==> config.mk <==
export PLATFORM = sky130hd
export DESIGN_NAME = vector_multiplier
export DESIGN_NICKNAME = d
export VERILOG_FILES = /design/src/rtl/vector_multiplier.sv
export SDC_FILE = /design/constraint.sdc
export NUM_CORES = 1
export LEC_CHECK = 0
export BUFFER_PORTS_ARGS = -buffer_cell sky130_fd_sc_hd__buf_4
export CORE_UTILIZATION = 50
export DETAILED_ROUTE_END_ITERATION = 8
export GPL_ROUTABILITY_DRIVEN = 0
export PLACE_DENSITY = 0.79
export RECOVER_POWER = 50
export SLEW_MARGIN = 20
export SYNTH_ARGS = -nofsm -noshare
export SYNTH_HDL_FRONTEND = slang
export SYNTH_SLANG_ARGS = --single-unit
==> constraint.sdc <==
create_clock -name clk -period 3.8 [get_ports clk]
set_input_delay 0.76 -clock clk [delete_from_list [all_inputs] [get_ports clk]]
set_output_delay 0.76 -clock clk [all_outputs]
set_load 0.005 [all_outputs]
==> src/rtl/vector_multiplier.sv <==
// vector_multiplier: LANES x BITS signed SIMD multiply, scaled by OUT_SHIFT; VECTOR_MULTIPLIER_SAT_EN builds the saturating clamp.
// Latency 2 cycles, 1 beat/cycle; in_ready drops only when both stages hold beats and out_ready is low.
module vector_multiplier #(
  parameter int BITS      = 8,
  parameter int LANES     = 4,
  parameter int OUT_SHIFT = 0
) (
  input  logic                    clk,
  input  logic                    rst,
  input  logic                    in_valid,
  output logic                    in_ready,
  input  logic [LANES*BITS-1:0]   a,
  input  logic [LANES*BITS-1:0]   b,
  input  logic [1:0]              mode,
  output logic                    out_valid,
  input  logic                    out_ready,
  output logic [LANES*BITS-1:0]   p,
  output logic [LANES-1:0]        p_ovf,
  input  logic                    clr_ovf,
  output logic [LANES-1:0]        ovf_sticky
);

  localparam int PW = 2 * BITS;
  localparam int W  = 2 * BITS + 1;
  localparam logic [W-1:0]        ONE   = W'(1);
  localparam logic [W-1:0]        RND   = (ONE << OUT_SHIFT) >> 1;
  localparam logic signed [W-1:0] S_MAX = (ONE << (BITS - 1)) - ONE;
  localparam logic signed [W-1:0] S_MIN = ~S_MAX;

  logic                    s1_valid_q, s2_valid_q;
  logic [LANES*PW-1:0]     prod_q, prod_d;
  logic [1:0]              mode_q;
  logic [LANES*BITS-1:0]   p_q, p_d;
  logic [LANES-1:0]        ovf_d, p_ovf_q, sticky_q, sticky_d;
  logic                    s1_en, s2_en;

  assign s2_en    = !s2_valid_q || out_ready;
  assign s1_en    = !s1_valid_q || s2_en;
  assign in_ready = s1_en && !rst;

  for (genvar i = 0; i < LANES; i++) begin : g_lane
    logic signed [PW-1:0] op_a, op_b;
    logic signed [W-1:0]  prod_x, r, s;
    logic [BITS-1:0]      res;

    assign op_a = {{BITS{a[i*BITS+BITS-1]}}, a[i*BITS +: BITS]};
    assign op_b = {{BITS{b[i*BITS+BITS-1]}}, b[i*BITS +: BITS]};
    assign prod_d[i*PW +: PW] = op_a * op_b;

    // One guard bit above the product keeps the rounding add from overflowing.
    assign prod_x = {prod_q[i*PW+PW-1], prod_q[i*PW +: PW]};
    assign r      = prod_x + (mode_q[0] ? RND : '0);
    assign s      = r >>> OUT_SHIFT;
    assign ovf_d[i] = (s > S_MAX) || (s < S_MIN);
`ifdef VECTOR_MULTIPLIER_SAT_EN
    assign res = (mode_q[1] && ovf_d[i])
               ? (s[W-1] ? {1'b1, {(BITS-1){1'b0}}} : {1'b0, {(BITS-1){1'b1}}})
               : s[BITS-1:0];
`else
    assign res = s[BITS-1:0];
`endif
    assign p_d[i*BITS +: BITS] = res;
  end

`ifndef VECTOR_MULTIPLIER_SAT_EN
  logic unused_sat;
  assign unused_sat = mode_q[1];
`endif

  // A set from a beat entering S2 takes priority over a simultaneous clear.
  assign sticky_d = (clr_ovf ? '0 : sticky_q) | ((s2_en && s1_valid_q) ? ovf_d : '0);

  always_ff @(posedge clk or posedge rst) begin
    if (rst) begin
      s1_valid_q <= 1'b0;
      s2_valid_q <= 1'b0;
      prod_q     <= '0;
      mode_q     <= '0;
      p_q        <= '0;
      p_ovf_q    <= '0;
      sticky_q   <= '0;
    end else begin
      if (s1_en) begin
        s1_valid_q <= in_valid && in_ready;
        prod_q     <= prod_d;
        mode_q     <= mode;
      end
      if (s2_en) begin
        s2_valid_q <= s1_valid_q;
        p_q        <= p_d;
        p_ovf_q    <= s1_valid_q ? ovf_d : '0;
      end
      sticky_q <= sticky_d;
    end
  end

  assign out_valid  = s2_valid_q;
  assign p          = p_q;
  assign p_ovf      = p_ovf_q;
  assign ovf_sticky = sticky_q;

endmodule

; ---- Word level (Yosys, flattened, before mapping)
; Cells that the tools add are included.
[classes]
n_mul = 4
bitwise_logic = 1
n_mux = 3
magnitude_cmp = 8
reduce_logical = 12
[ops]
columns = cell, count
row1 = "greater-than comparator 16 x 8 -> 1 bit, second input constant", 4
row2 = "< comparator 16 x 8 -> 1 bit, second input constant", 4
row3 = multiplier 8 x 8 -> 16 bit, 4
row4 = 2-to-1 mux 4 bit, 3
row5 = logical OR 1 bit, 6
row6 = bitwise OR 4 bit, 1
row7 = logical AND 1 bit, 3
row8 = zero test 1 bit, 3
[word_totals]
input_bits = 71
reg_bits = 106
out_inout_bits = 42

; ---- Depth between registers and ports, before layout
; Gate-level depths: netlist (run 1).
[depth]
word_depth = 5
depth_mapped = 17
depth_no_buf = 17

; ---- Worst setup path before layout (run 1)
; Ideal clock, no wire load.
[synth_path]
kind = input -> register
start = input port a[15]
end = register prod_q[30]
required_ns = 3.663
setup_slack_ns = -0.904
path_stages = 16
arrival_ns = 4.568
cell_sequence = and2_1 fa_1 inv_1 fa_1 inv_1 fa_1 inv_1 fa_1 inv_1 ha_1 a21oi_1 nand2_1 or3_1 o22ai_1 xor2_1 a21oi_1
[synth_between]
elab_chain_cells = 1
[synth_lines]
columns = element, line
row1 = start: declaration, 12  ; input logic [LANES*BITS-1:0] a,
row2 = multiplier 8 x 8 -> 16 bit, 48  ; assign prod_d[i*PW +: PW] = op_a * op_b;
row3 = end signal: assignment, 85  ; prod_q <= prod_d;
row4 = end: declaration, 31  ; logic [LANES*PW-1:0] prod_q, prod_d;
; No other way between the ends.
; A chain may end at the register's enable or synchronous reset.

; ---- Worst setup path after layout (run 1)
[layout_path]
start = input port a[6]
end = register prod_q[12]
; The elaborated chain is that of the path after synthesis.

==> impl_metrics.tcl, run 1 <==
set metrics [dict create \
    final_layout_size_suffix_gt1_frac 0.3417 \
    die_x_um 169.1 \
    numCtsBuffers 9 \
    htreeDepth 3 \
    synth_top_area_share 0.3154 \
    cts_tree "built" \
    track_usage 0.2240 \
    finalWirelength_um 31550 \
    dp_slack_ns -0.9123 \
    row_count 60 \
    nNetsFinal 2202 \
    p_switching_mw 5.551 \
    pwr-share-comb 0.778 \
    netlist_top_cells_area "fa_1 32%, dfrtp_1 19%, ha_1 10%" \
    grt_first_pass_wirelength_um 52210 \
    critPathRequiredTime_ns 4.05 \
    relSlewSlack -0.7097 \
    final_util 0.6820 \
    pin_count 113 \
    antenna_found_initial 0 \
    ys_ff_latch 106 \
    r2r_end "prod_q[31]" \
    ant_nets 0 \
    reg2reg_from "out_valid" \
    stdcell_area_sq_um 18530 \
    synthToLayoutAreaGrowth_pct 32.71 \
    postPlaceCellArea_sq_um 17180 \
    seq_area_frac_synth 0.1899 \
    layout_commonest_cell "inv_1" \
    finalHoldViolations 0 \
    final_cells 2172 \
    layout_setup_ws_ns -0.5502 \
    hold_buffers 0 \
    syn_avg_cell_area_sq_um 9.468 \
    clkPwrFrac 0.070 \
    rsz0062_at_grt "true" \
    outcome "finished, violations left" \
    place_inst 2140 \
    slowest_delay_ns 0.53 \
    drv_slew 85 \
    initial_core_util 0.5139 \
    crit_top_cell "fa_1" \
    n_antenna_cell 0 \
    wire_per_inst_um 14.53 \
    grt_max_degree 66 \
    fmax_mhz 229.9 \
    finClkSkew_ns 0.01231 \
    grt_pass1_vias 11450 \
    ir_worst_vdd_mv 0.4913 \
    p_leak_nw 9.012 \
    cpMaxStageDelayCell "fa_1" \
    crit_chain "buf_6 -> and2_4 -> fa_1 -> inv_2 -> fa_1 -> inv_2 -> fa_1 -> inv_1 -> fa_1 -> inv_2 -> ha_4 -> o21a_1 -> o31a_1 -> o31a_1 -> o21a_1 -> o21a_1 -> o31ai_1" \
    power.internal_mw 7.343 \
    setup_violations 32 \
    initialDrtViolationCount 389 \
    firstDrtPassIters 5 \
    syn_area_sq_um 13970 \
    dp_hpwl_um 24600 \
    vias_per_cell 5.010 \
    layout_common_cells "275 x inv_1, 268 x buf_4, 205 x fa_1" \
    synth_cells 1475 \
    arrival_ns 4.60 \
    period_minus_slack_ns 4.350 \
    reg2reg_depth 6 \
    clkLatencyLatePin_ns 0.36 \
    finalCritPeriodShare 1.145 \
    swShare 0.4305 \
    startpoint "a[6]" \
    ys.flop_type "dfrtp_1" \
    syn_nets 1882 \
    core_sq_um 27180 \
    crit_type "primary input to flip-flop" \
    cts.reportedPaths.clkPinSlew_ns 0.07 \
    drc 0 \
    finalSetupTns_ns -9.799 \
    numClockSinks 106 \
    cp-start-kind "primary input" \
    r2r_slack_ns 0.07 \
    endpoint "prod_q[12]" \
    die_y_um 169.1 \
    hold_class "flip-flop to flip-flop" \
    failed_checks "capacitance limit, slew limit, setup timing" \
    fillCellCount 2005 \
    pwr_density_cell_nw_per_um2 695.7 \
    clockBufferDepth 2 \
    yosys_warnings 0 \
    drv_cap 2 \
    synth.distinct_cells 44 \
    synth_top_area_cell "fa_1" \
    die_area_sq_um 28610 \
    num_vias 10880 \
    seq_area_sq_um 2653 \
    crit_path_max_fanout 4 \
    synth_edf_count 0 \
    async_flop_share 1.000 \
    gr-total-overflow 0 \
    root_buffer "clkbuf_16" \
    io_buffers 110 \
    multi_input_area_sq_um 11170 \
    endpoint_kind "flip-flop" \
    power_frac_seq 0.151 \
    worst_pin_slew_ns 2.565 \
]
## power groups by stage
stage	combinational, mW	sequential [mW]	clock (mW)
floorplan	5.72	1.88	0
global placement	8.02	1.95	0
detailed placement	8.31	1.97	0
CTS	9.13	1.95	0.935
global route	11.1	2.00	0.971
finish	10.0	1.95	0.907
## cells in the mapped netlist, types with 7 or more instances
master,number
a21oi_1,44
inv_1,325
o31ai_1,7
ha_1,116
o21ai_1,14
dfrtp_1,106
nand2b_1,7
o21ai_0,20
and2_1,173
nor2_1,43
clkbuf_1,13
xor2_1,26
nor2b_1,26
a21o_1,13
fa_1,220
a211oi_1,9
mux2_2,36
nand2_1,150
xnor2_1,32
nor4_1,9
nor3_1,10
nand3_1,9
o21a_1,17
## state kept, by name, summed over array words and instances (netlist names)
register	flops
out_valid	1
ovf_sticky	4
p	32
p_ovf	4
prod_q	64
s1_valid_q	1
## per-layer routing
| metal | vias up | routed length, um | part of all wire | GRT usage |
|---|---|---|---|---|
| li1 | 5168 | - | - | - |
| met1 | 5477 | 13380 | 0.42 | 0.2858 |
| met2 | 191 | 16600 | 0.53 | 0.4081 |
| met3 | 45 | 843 | 0.027 | 0.02169 |
| met4 | 0 | 734 | 0.023 | 0.05445 |
| met5 | - | 0 | 0 | 0 |
## metrics by stage
stage	hold WS, ns	power, mW
6_report	0.4670	12.89
5_1_grt	0.4928	14.08
4_1_cts	0.4738	12.01
3_5_place_dp	0.4550	10.28
3_3_place_gp	0.4479	9.962
2_1_floorplan	0.4348	7.598
## final cells by class
type | count | area share
multi-input combinational | 1025 | 0.6028
timing repair buffer | 328 | 0.1472
sequential | 106 | 0.1431
inverter | 325 | 0.06643
tap | 372 | 0.02511
clock buffer | 9 | 0.01215
clock inverter | 7 | 0.003173
## how the worst min path moves through the flow
| stage | start | to | slack [ns] | cells after the start |
|---|---|---|---|---|
| floorplan | prod_q[0] | prod_q[0] | 0.43 | 2 |
| global placement | prod_q[36] | prod_q[36] | 0.45 | 2 |
| detailed placement | prod_q[17] | prod_q[17] | 0.45 | 2 |
| CTS | rst | p[2] | 0.47 | 2 |
| global route | prod_q[52] | prod_q[52] | 0.49 | 2 |
| finish | prod_q[52] | prod_q[52] | 0.47 | 2 |
## timing repair
| item | 4_1_cts | 5_1_grt |
|---|---|---|
| setup endpoints to repair | 32 | 35 |
| pin swaps | 102 | 106 |
| gates resized for setup | 131 | 129 |
| setup buffers | 8 | 13 |
## cells by family (layout without fill, tap and decap cells)
| family | count (synthesis) | in the layout | synth area share |
|---|---|---|---|
| muxes | 36 | 36 | 0.02903 |
| buffers and inverters | 344 | 669 | 0.09273 |
| DFF | 106 | 106 | 0.1899 |
| and+or+nand+nor | 439 | 439 | 0.1609 |
| AOI/OAI and AO/OA | 156 | 156 | 0.07176 |
| adders and majority gates | 336 | 336 | 0.4193 |
| xor gates and xnor gates | 58 | 58 | 0.03637 |
## critical path: cells and delay by family
family / cells / cell delay, ns
AOI/OAI and AO/OA: 6 / 1.14
adders and majority gates: 5 / 2.25
buffers and inverters: 5 / 0.29
and+or+nand+nor: 1 / 0.15
No activity file was read; power rests on OpenSTA's default activity.
==> inputs of run 2 (changes only) <==
SKIP_LAST_GASP = 1   (was not set)
clock period = 3.7 ns   (was 3.8 ns; I/O delays follow)
==> run 2 against run 1 <==
  * The flow still finishes with violations (capacitance limit, slew limit, setup timing)
  * Hold slack worse by 0.0054 ns
  * Largest power group unchanged
  * Sequential cell count unchanged
  * Largest cell class unchanged
  * Highest routed layer unchanged
  * First-iteration DRC count up 7.2%
  * Combinational power about the same
  * Clock power down 0.8%
  * Sequential share of layout area up 0.20 points
  * Clock skew down 0.0020 ns
  * Non-clock buffer count up 5
  * Utilization down 0.95 points
  * Worst setup slack worse by 0.075 ns
  * Final cell count up 0.18%
==> impl_metrics.tcl, run 2 (synthesized netlist as in run 1, its figures left out) <==
set metrics [dict create \
    vias_per_cell 4.966 \
    drc 0 \
    rsz0062_at_grt "true" \
    fmax_mhz 231.2 \
    track_usage 0.2301 \
    layout_setup_ws_ns -0.6253 \
    antenna_found_initial 0 \
    clkPwrFrac 0.070 \
    finalHoldViolations 0 \
    whs_path_depth 2 \
    reg2reg_depth 5 \
    initialDrtViolationCount 417 \
    relSlewSlack -0.1347 \
    finalSetupTns_ns -12.45 \
    die_y_um 169.1 \
    grt_first_pass_wirelength_um 53620 \
    clockBufferDepth 2 \
    gr-total-overflow 0 \
    io_buffers 110 \
    cp-start-kind "primary input" \
    ir_worst_vdd_mv 0.4174 \
    nNetsFinal 2207 \
    wire_per_inst_um 14.17 \
    slowest_delay_ns 0.53 \
    cts_tree "built" \
    num_vias 10810 \
    layout_commonest_cell "buf_4" \
    arrival_ns 4.58 \
    endpoint_kind "flip-flop" \
    hold_class "flip-flop to flip-flop" \
    outcome "finished, violations left" \
    final_cells 2176 \
    root_buffer "clkbuf_16" \
    place_inst 2143 \
    p_leak_nw 8.989 \
    layout_common_cells "286 x buf_4, 281 x inv_1, 206 x fa_1" \
    finalCritPeriodShare 1.169 \
    numClockSinks 106 \
    final_layout_size_suffix_gt1_frac 0.3215 \
    swShare 0.4239 \
    pin_count 113 \
    power_frac_seq 0.155 \
    grt_pass1_vias 11840 \
    core_sq_um 27180 \
    die_x_um 169.1 \
    clkLatencyLatePin_ns 0.35 \
    pwr-share-comb 0.775 \
    period_minus_slack_ns 4.325 \
    largest-register "prod_q" \
    drv_cap 2 \
    firstDrtPassIters 5 \
    finalWirelength_um 30830 \
    ant_nets 0 \
    crit_chain "buf_8 -> and2_4 -> fa_1 -> inv_1 -> fa_1 -> inv_2 -> fa_1 -> inv_1 -> fa_1 -> inv_2 -> ha_4 -> o21a_1 -> o31a_1 -> o31a_1 -> o21a_1 -> o21a_1 -> o31ai_2" \
    setup_violations 33 \
    crit_path_max_fanout 4 \
    finClkSkew_ns 0.01029 \
    failed_checks "capacitance limit, slew limit, setup timing" \
    die_area_sq_um 28610 \
    crit_type "primary input to flip-flop" \
    crit_top_cell "fa_1" \
    cts.reportedPaths.clkPinSlew_ns 0.07 \
    initial_core_util 0.5139 \
    numCtsBuffers 9 \
    cpMaxStageDelayCell "fa_1" \
    power.internal_mw 7.419 \
    hold_buffers 0 \
    htreeDepth 3 \
    dp_slack_ns -1.046 \
    p_switching_mw 5.458 \
    row_count 60 \
    synthToLayoutAreaGrowth_pct 30.86 \
    final_util 0.6725 \
    dp_hpwl_um 24950 \
    worst_pin_slew_ns 1.693 \
    fin_total_pwr_mw 12.88 \
    critPathRequiredTime_ns 3.96 \
    largest_register_ffs 64 \
    drv_slew 71 \
    grt_max_degree 66 \
    pwr_density_cell_nw_per_um2 704.6 \
    n_antenna_cell 0 \
]
## run 2: layout make-up
cell class	count	area (sq um)
Clock buffer	11	242.7
Clock inverter	4	36.28
Fill cell	2092	8900
Inverter	325	1231
Multi-Input combinational cell	1025	10940
Sequential cell	106	2653
Tap cell	372	465.4
Timing Repair Buffer	333	2711
## run 2: per-layer routing
metal  share of wire  GRT usage  vias to the layer above
met5               0          0                        -
met4           0.023    0.06933                        0
met3           0.023    0.02169                       57
met2            0.53     0.4228                      189
met1            0.42     0.2856                     5384
li1                -          -                     5175
## run 2: power by group through the flow
stage | clock, mW | sequential (mW) | combinational (mW)
after detailed placement | 0 | 2.02 | 8.68
after floorplan | 0 | 1.93 | 5.88
after CTS | 0.928 | 2.00 | 9.36
after global routing | 0.978 | 2.06 | 11.2
after global placement | 0 | 1.99 | 8.32
final | 0.900 | 2.00 | 9.98
## run 2: what timing repair did
item                                    4_1_cts  5_1_grt
buffers inserted                             13       10
pin swaps                                    98       94
resized for setup                           100       89
endpoints found under the setup margin       33       38
## run 2: worst paths after layout
kind	slack, ns	endpoint	from
min reg2reg	0.46	prod_q[35]	prod_q[35]
max reg2reg	1.19	prod_q[63]	out_valid
min in group asynchronous	0.81	prod_q[48]	rst
min	0.46	prod_q[35]	prod_q[35]
max in group asynchronous	0.85	prod_q[10]	rst
max	-0.63	prod_q[44]	a[22]
## run 2: stage by stage
stage	hold slack [ns]	area (sq um)
detailed placement	0.4526	17190
finish	0.4616	18280
global placement	0.4480	17190
CTS	0.4302	17920
floorplan	0.4348	14370
global route	0.4865	18280
## run 2: worst max-delay path, delay by kind of cell
kind            cells  cell delay [ns]
compound gates      6             1.16
simple gates        1             0.15
fa+ha+maj           5             2.23
buf+inv             5             0.29
